File: config.mk
export PLATFORM = sky130hd
export DESIGN_NAME = csr_port_arbiter
export DESIGN_NICKNAME = d
export VERILOG_FILES = /design/src/rtl/csr_port_arbiter.sv
export SDC_FILE = /design/constraint.sdc
export NUM_CORES = 1
export LEC_CHECK = 0
export CORE_ASPECT_RATIO = 1.4
export CORE_MARGIN = 2
export CORE_UTILIZATION = 29
export CTS_CLUSTER_SIZE = 28
export DETAILED_ROUTE_END_ITERATION = 8
export PLACE_DENSITY = 0.71
export SLEW_MARGIN = 15
export SYNTH_ARGS = -nofsm -noshare
export SYNTH_HDL_FRONTEND = slang
export SYNTH_SLANG_ARGS = --single-unit
File: constraint.sdc
create_clock -name clk -period 2.1 [get_ports clk]
set_input_delay 0.42 -clock clk [delete_from_list [all_inputs] [get_ports clk]]
set_output_delay 0.42 -clock clk [all_outputs]
set_load 0.005 [all_outputs]
File: src/rtl/csr_port_arbiter.sv
// Two-port CSR access arbiter: port 0 (trap/commit) is preferred, port 1
// (execute) is forced through after STARVE_LIMIT losses. One transaction in
// flight: permission check, read of the old value, optional read-modify-write,
// then a response held until the requester takes it.
module csr_port_arbiter #(
   parameter int unsigned CSR_ADDR_WIDTH = 12,
   parameter int unsigned DATA_WIDTH     = 32,
   parameter int unsigned STARVE_LIMIT   = 4
) (
   input  logic                      clk,
   input  logic                      rst,
   // request port 0 (trap/commit)
   input  logic                      req0_valid,
   output logic                      req0_ready,
   input  logic [CSR_ADDR_WIDTH-1:0] req0_addr,
   input  logic [1:0]                req0_op,
   input  logic [DATA_WIDTH-1:0]     req0_wdata,
   // request port 1 (execute)
   input  logic                      req1_valid,
   output logic                      req1_ready,
   input  logic [CSR_ADDR_WIDTH-1:0] req1_addr,
   input  logic [1:0]                req1_op,
   input  logic [DATA_WIDTH-1:0]     req1_wdata,
   // response ports
   output logic                      resp0_valid,
   input  logic                      resp0_ready,
   output logic [DATA_WIDTH-1:0]     resp0_rdata,
   output logic                      resp0_illegal,
   output logic                      resp1_valid,
   input  logic                      resp1_ready,
   output logic [DATA_WIDTH-1:0]     resp1_rdata,
   output logic                      resp1_illegal,
   // permission checker
   output logic [CSR_ADDR_WIDTH-1:0] chk_addr,
   input  logic                      chk_read_ok,
   input  logic                      chk_write_ok,
   // CSR file
   output logic                      csr_re,
   output logic [CSR_ADDR_WIDTH-1:0] csr_raddr,
   input  logic [DATA_WIDTH-1:0]     csr_rdata,
   output logic                      csr_we,
   output logic [CSR_ADDR_WIDTH-1:0] csr_waddr,
   output logic [DATA_WIDTH-1:0]     csr_wdata,
   // pipeline flush, only kills port-1 work still in READ
   input  logic                      flush
);

   localparam int unsigned CNT_W = (STARVE_LIMIT < 1) ? 1 : $clog2(STARVE_LIMIT + 1);

   localparam logic [1:0] OP_READ  = 2'b00;
   localparam logic [1:0] OP_WRITE = 2'b01;
   localparam logic [1:0] OP_SET   = 2'b10;
   localparam logic [1:0] OP_CLEAR = 2'b11;

   typedef enum logic [1:0] {
      S_IDLE  = 2'd0,
      S_READ  = 2'd1,
      S_WRITE = 2'd2,
      S_RESP  = 2'd3
   } state_t;

   state_t                    r_state;
   state_t                    w_state_nxt;
   logic                      r_rst_q;
   logic [CNT_W-1:0]          r_starve_cnt;
   logic                      r_port;
   logic [CSR_ADDR_WIDTH-1:0] r_addr;
   logic [1:0]                r_op;
   logic [DATA_WIDTH-1:0]     r_wdata;
   logic                      r_rd_ok;
   logic                      r_wr_ok;
   logic [DATA_WIDTH-1:0]     r_old;

   logic                      w_p1_ok;
   logic                      w_force1;
   logic                      w_gnt0;
   logic                      w_gnt1;
   logic                      w_can_acc;
   logic                      w_acc0;
   logic                      w_acc1;
   logic                      w_acc;
   logic [CSR_ADDR_WIDTH-1:0] w_sel_addr;
   logic [1:0]                w_sel_op;
   logic [DATA_WIDTH-1:0]     w_sel_wdata;
   logic                      w_sel_illegal;
   logic                      w_wi;
   logic                      w_illegal;
   logic                      w_resp_ready;
   logic [DATA_WIDTH-1:0]     w_new;

   // Set/clear with an all-zero mask leaves the CSR untouched, so it only reads.
   function automatic logic f_write_intent(input logic [1:0] op,
                                           input logic [DATA_WIDTH-1:0] wd);
      return (op == OP_WRITE) || (op[1] && (wd != '0));
   endfunction

   // Arbitration: port 0 wins ties unless port 1 has hit its starvation limit.
   assign w_p1_ok   = req1_valid && !flush;
   assign w_force1  = w_p1_ok && (r_starve_cnt == CNT_W'(STARVE_LIMIT));
   assign w_gnt1    = w_p1_ok && (!req0_valid || w_force1);
   assign w_gnt0    = req0_valid && !w_gnt1;
   // No acceptance while in reset or in the cycle right after it.
   assign w_can_acc = (r_state == S_IDLE) && !rst && !r_rst_q;
   assign w_acc0    = w_can_acc && w_gnt0;
   assign w_acc1    = w_can_acc && w_gnt1;
   assign w_acc     = w_acc0 || w_acc1;

   assign w_sel_addr    = w_gnt1 ? req1_addr  : req0_addr;
   assign w_sel_op      = w_gnt1 ? req1_op    : req0_op;
   assign w_sel_wdata   = w_gnt1 ? req1_wdata : req0_wdata;
   assign w_sel_illegal = !chk_read_ok ||
                          (f_write_intent(w_sel_op, w_sel_wdata) && !chk_write_ok);

   assign w_wi         = f_write_intent(r_op, r_wdata);
   assign w_illegal    = !r_rd_ok || (w_wi && !r_wr_ok);
   assign w_resp_ready = r_port ? resp1_ready : resp0_ready;

   // Read-modify-write value; csr_rdata is the old value during WRITE.
   always_comb begin
      w_new = r_wdata;
      case (r_op)
         OP_SET:   w_new = csr_rdata | r_wdata;
         OP_CLEAR: w_new = csr_rdata & ~r_wdata;
         default:  w_new = r_wdata;
      endcase
   end

   // State register.
   always_ff @(posedge clk) begin
      if (rst) r_state <= S_IDLE;
      else     r_state <= w_state_nxt;
   end

   // Next-state logic.
   always_comb begin
      w_state_nxt = r_state;
      case (r_state)
         S_IDLE:  if (w_acc) w_state_nxt = w_sel_illegal ? S_RESP : S_READ;
         S_READ:  w_state_nxt = (flush && r_port) ? S_IDLE : S_WRITE;
         S_WRITE: w_state_nxt = S_RESP;
         S_RESP:  if (w_resp_ready) w_state_nxt = S_IDLE;
         default: w_state_nxt = S_IDLE;
      endcase
   end

   // Output decode; rst blanks every strobe during the reset cycle itself.
   always_comb begin
      req0_ready    = w_acc0;
      req1_ready    = w_acc1;
      chk_addr      = '0;
      csr_re        = 1'b0;
      csr_raddr     = r_addr;
      csr_we        = 1'b0;
      csr_waddr     = r_addr;
      csr_wdata     = w_new;
      resp0_valid   = 1'b0;
      resp1_valid   = 1'b0;
      resp0_rdata   = '0;
      resp1_rdata   = '0;
      resp0_illegal = 1'b0;
      resp1_illegal = 1'b0;
      if (r_state == S_IDLE) begin
         if (w_gnt0 || w_gnt1) chk_addr = w_sel_addr;
      end else begin
         chk_addr = r_addr;
      end
      if (!rst) begin
         csr_re      = (r_state == S_READ);
         csr_we      = (r_state == S_WRITE) && w_wi;
         resp0_valid = (r_state == S_RESP) && !r_port;
         resp1_valid = (r_state == S_RESP) && r_port;
      end
      if (resp0_valid) begin
         resp0_rdata   = r_old;
         resp0_illegal = w_illegal;
      end
      if (resp1_valid) begin
         resp1_rdata   = r_old;
         resp1_illegal = w_illegal;
      end
   end

   // Transaction latch, old-value capture and starvation counter.
   always_ff @(posedge clk) begin
      if (rst) begin
         r_starve_cnt <= '0;
         r_port       <= 1'b0;
         r_addr       <= '0;
         r_op         <= OP_READ;
         r_wdata      <= '0;
         r_rd_ok      <= 1'b0;
         r_wr_ok      <= 1'b0;
         r_old        <= '0;
      end else begin
         if (w_acc) begin
            r_port  <= w_acc1;
            r_addr  <= w_sel_addr;
            r_op    <= w_sel_op;
            r_wdata <= w_sel_wdata;
            r_rd_ok <= chk_read_ok;
            r_wr_ok <= chk_write_ok;
            r_old   <= '0;
         end
         if (r_state == S_WRITE) r_old <= csr_rdata;
         if (w_acc1) begin
            r_starve_cnt <= '0;
         end else if (w_acc0 && req1_valid &&
                      (r_starve_cnt != CNT_W'(STARVE_LIMIT))) begin
            r_starve_cnt <= r_starve_cnt + CNT_W'(1);
         end
      end
   end

   // Remembers that the previous edge was a reset edge.
   always_ff @(posedge clk) begin
      r_rst_q <= rst;
   end

endmodule

==> summary.txt <==
Floorplan
  – Die Ht: 158 um
  – DIE AREA: 18100 um^2
  – Io pins: 273
  – Starting Density: 29.5%
  – Core area: roughly 17000 um^2
  – Die X: 114 um
  – FP Rows: 56

Critical path
  – Family with the most delay on the worst path: buffers and inverters
  – Crit start category: flop
  – WP data arrival: 1.87 ns
  – Crit path largest cell delay: 0.32 ns
  – WP depth: 9
  – Slowest CP cell: dfxtp_2
  – CP max FO: 6
  – CP Cell Sequence: inv_2, ha_4, nand2_4, a21boi_4, buf_12, buf_8, mux2i_2, o21ai_1, buf_2
  – R2R setup slack: -0.11 ns
  – Crit Path Category: reg2out
  – Element type at the critical path end: output pin
  – R2R cell count: 13
  – Crit path buffers/inverters: 4
  – RR Startpoint: r_starve_cnt[0]
  – RR Endpoint: r_state[1]
  – Worst EP required: 1.68 ns

Cells and area
  – Most common cell after layout, fill and taps aside: clkdlybuf4s50_1
  – Fraction of layout cells with a size suffix above 1: 33.5%
  – Commonest cells after routing, fill and taps aside: 153 x clkdlybuf4s50_1, 99 x buf_4, 78 x dfxtp_1
  – Final #Nets: between 1000 and 1500
  – Number of diodes: 0
  – Storage element area: 1750 um^2
  – Syn-to-layout area delta: 90.4%
  – Fill count: between 1000 and 1500
  – Layout Cells excl Fill: roughly 1200
  – Area of the multi-input gates: 3160 um^2

CTS
  – Sink Count: between 80 and 90
  – Clk slew on worst S/H paths: 0.06 ns
  – Worst-skew pair later-pin latency: 0.34 ns
  – CTS buffer count: 9
  – Root buf cell: clkbuf_16
  – Hold buffer count at CTS: 0
  – Clk buf depth: 2
  – Htree depth: 3
  – CTS tree: done

Global routing
  – Initial antenna violation count: 0
  – First-pass GRT wire length: between 30000 and 40000 um
  – Tot GR Track Use: between 20 and 25%
  – Grt ovf: 0
  – Vias in the first global route: 5537
  – Pin count of the biggest net entering global routing: 42

STA
  – Worst Slack Setup Final: -0.187 ns
  – Final count of pins violating max slew: 0
  – Relative slew slack: between 60% and 70%
  – Unrepaired setup endpoints after global routing: true
  – Final min period: roughly 2.3 ns
  – Worst clock skew: 0.0101 ns
  – Period Utilization, post-route: 109%
  – Fin Setup TNS: -2.70 ns
  – Final hold vios: 0
  – Actual slew at the worst max-slew pin: 0.523 ns
  – Final setup violating endpoints: 28
  – Max frequency: between 400 and 500 MHz

Yosys
  – Post-Syn Nets: 713
  – Unique masters post-synth: 40
  – Synthesis Warnings: 0
  – Seq/Total Area, Yosys: 35.3%
  – Cell Area, Synth: 4940 um^2
  – Post-synthesis cell count: 578
  – Avg Cell Area, Syn: between 8 and 9 um^2
  – Seq cells post-synth: 87

Drt
  – Vias per cell: roughly 5
  – Per-cell routed wire length: about 19 um
  – Number of detailed-route iterations in the first pass: 5
  – Drt drc: 0
  – Vias: 5796
  – Detailed Route WL: 21500 um
  – Post-DRT Antenna Nets: 0
  – Iter 0 DRT Violations: 373

Hold path
  – Hold Path Cell Cnt: 2
  – Hold Crit Endpoint: r_rst_q
  – Hold Startpoint: rst
  – Worst hold path class: in2reg

Placed design
  – Port bufs: 272
  – DP Wirelength: roughly 16000 um
  – Worst slack, placed: -0.608 ns
  – Final Wtd Congestion: 0.899
  – Total placed cells including tap cells: 1089

Run status
  – Status: complete, but fails checks
  – Violated checks: negative setup slack

Power and ir drop
  – VDD IR-drop max: 0.000325 V
  – Power Density: roughly 590 nW/um^2
  – Leakage power: 3.99 nW

Flow run
  – Max_cap viols: 0
## layout make-up
class | instances | share of cell area, %
well taps | 203 | 2.70
inverters | 4 | 0.160
multi-input cells | 428 | 33.6
flip-flops and latches | 87 | 18.6
clock buffers | 10 | 2.54
repair buffers | 415 | 41.0
clock inverters | 5 | 1.37
## worst max path at each step
stage / from / to
2_1_floorplan: req1_valid / chk_addr[0]
3_5_place_dp: req1_valid / chk_addr[10]
3_3_place_gp: req1_valid / chk_addr[0]
6_report: r_starve_cnt[0] / chk_addr[2]
4_1_cts: r_state[0] / resp1_rdata[29]
5_1_grt: r_starve_cnt[0] / chk_addr[2]
## registers in the layout, summed over array words and instances (netlist names)
name and count:
r_wdata 32, r_op 2, r_state 2, csr_raddr 12
r_port 1, r_rst_q 1, r_rd_ok 1, r_wr_ok 1
r_old 32, r_starve_cnt 3
## where the power goes
part / total, mW / switching [mW] / leakage (nW) / internal, mW
sequential: 1.91 / 0.118 / 0.714 / 1.79
clock: 1.98 / 0.663 / 0.179 / 1.31
combinational: 1.64 / 0.725 / 3.10 / 0.918
## routing by layer
metal / up-vias / global-route usage [%] / wire length (um)
met5: - / 0 / 0
met4: 0 / 11.7 / 1020
met3: 57 / 2.47 / 964
met2: 231 / 37.7 / 11100
met1: 2697 / 26.2 / 8470
li1: 2811 / - / -
## cell families (layout without fill, tap and decap cells)
group | count (synthesis) | count (layout) | share of synthesized area, %
buffers and inverters | 63 | 434 | 7.65
adders and majority gates | 2 | 2 | 0.507
AOI/OAI and AO/OA | 167 | 167 | 24.0
xor gates and xnor gates | 2 | 2 | 0.355
and+or+nand+nor | 207 | 207 | 22.0
DFF | 87 | 87 | 35.3
muxes | 50 | 50 | 10.2
## metrics by stage
stage / util (%) / power, mW / hold WS (ns) / cell area (um^2)
6_report: 56.1 / 5.53 / 0.457 / 9400
5_1_grt: 56.1 / 5.77 / 0.452 / 9400
4_1_cts: 54.4 / 5.48 / 0.441 / 9110
3_5_place_dp: 50.0 / 3.46 / 0.449 / 8380
3_3_place_gp: 50.0 / 3.44 / 0.445 / 8380
2_1_floorplan: - / 2.54 / 0.436 / 4940
## cell usage after synthesis
library cell | n | area share (%)
a211oi_1 | 27 | 4.1
a211oi_2 | 20 | 5.1
a21boi_0 | 1 | 0.15
a21o_1 | 1 | 0.15
a21oi_1 | 69 | 7.0
a22o_1 | 29 | 5.1
a22oi_1 | 1 | 0.15
and2_1 | 70 | 8.9
and3_1 | 1 | 0.13
and4_1 | 1 | 0.18
buf_1 | 1 | 0.076
buf_2 | 11 | 1.1
buf_4 | 16 | 2.4
buf_6 | 9 | 2.1
clkbuf_1 | 22 | 1.7
dfxtp_1 | 87 | 35
ha_1 | 2 | 0.51
inv_1 | 4 | 0.30
mux2_2 | 1 | 0.23
mux2i_1 | 49 | 9.9
nand2_1 | 26 | 2.0
nand2b_1 | 1 | 0.13
nand3_1 | 5 | 0.51
nand4_1 | 5 | 0.63
nor2_1 | 63 | 4.8
nor2b_1 | 1 | 0.13
nor2b_2 | 1 | 0.18
nor3_1 | 7 | 0.71
nor4_1 | 18 | 2.3
nor4_4 | 1 | 0.43
nor4b_1 | 3 | 0.53
o21a_4 | 1 | 0.30
o21ai_0 | 14 | 1.4
o21ai_1 | 2 | 0.20
o31ai_1 | 1 | 0.15
o32ai_1 | 1 | 0.18
or2_2 | 1 | 0.13
or3_1 | 1 | 0.13
or4_1 | 2 | 0.30
xnor2_1 | 2 | 0.35
## repair_timing
action,4_1_cts,5_1_grt
resized for setup,238,192
setup buffers,29,13
endpoints found under the setup margin,119,69
pin swaps,26,15
cloned,3,6
(Power assumes the default switching activity.)
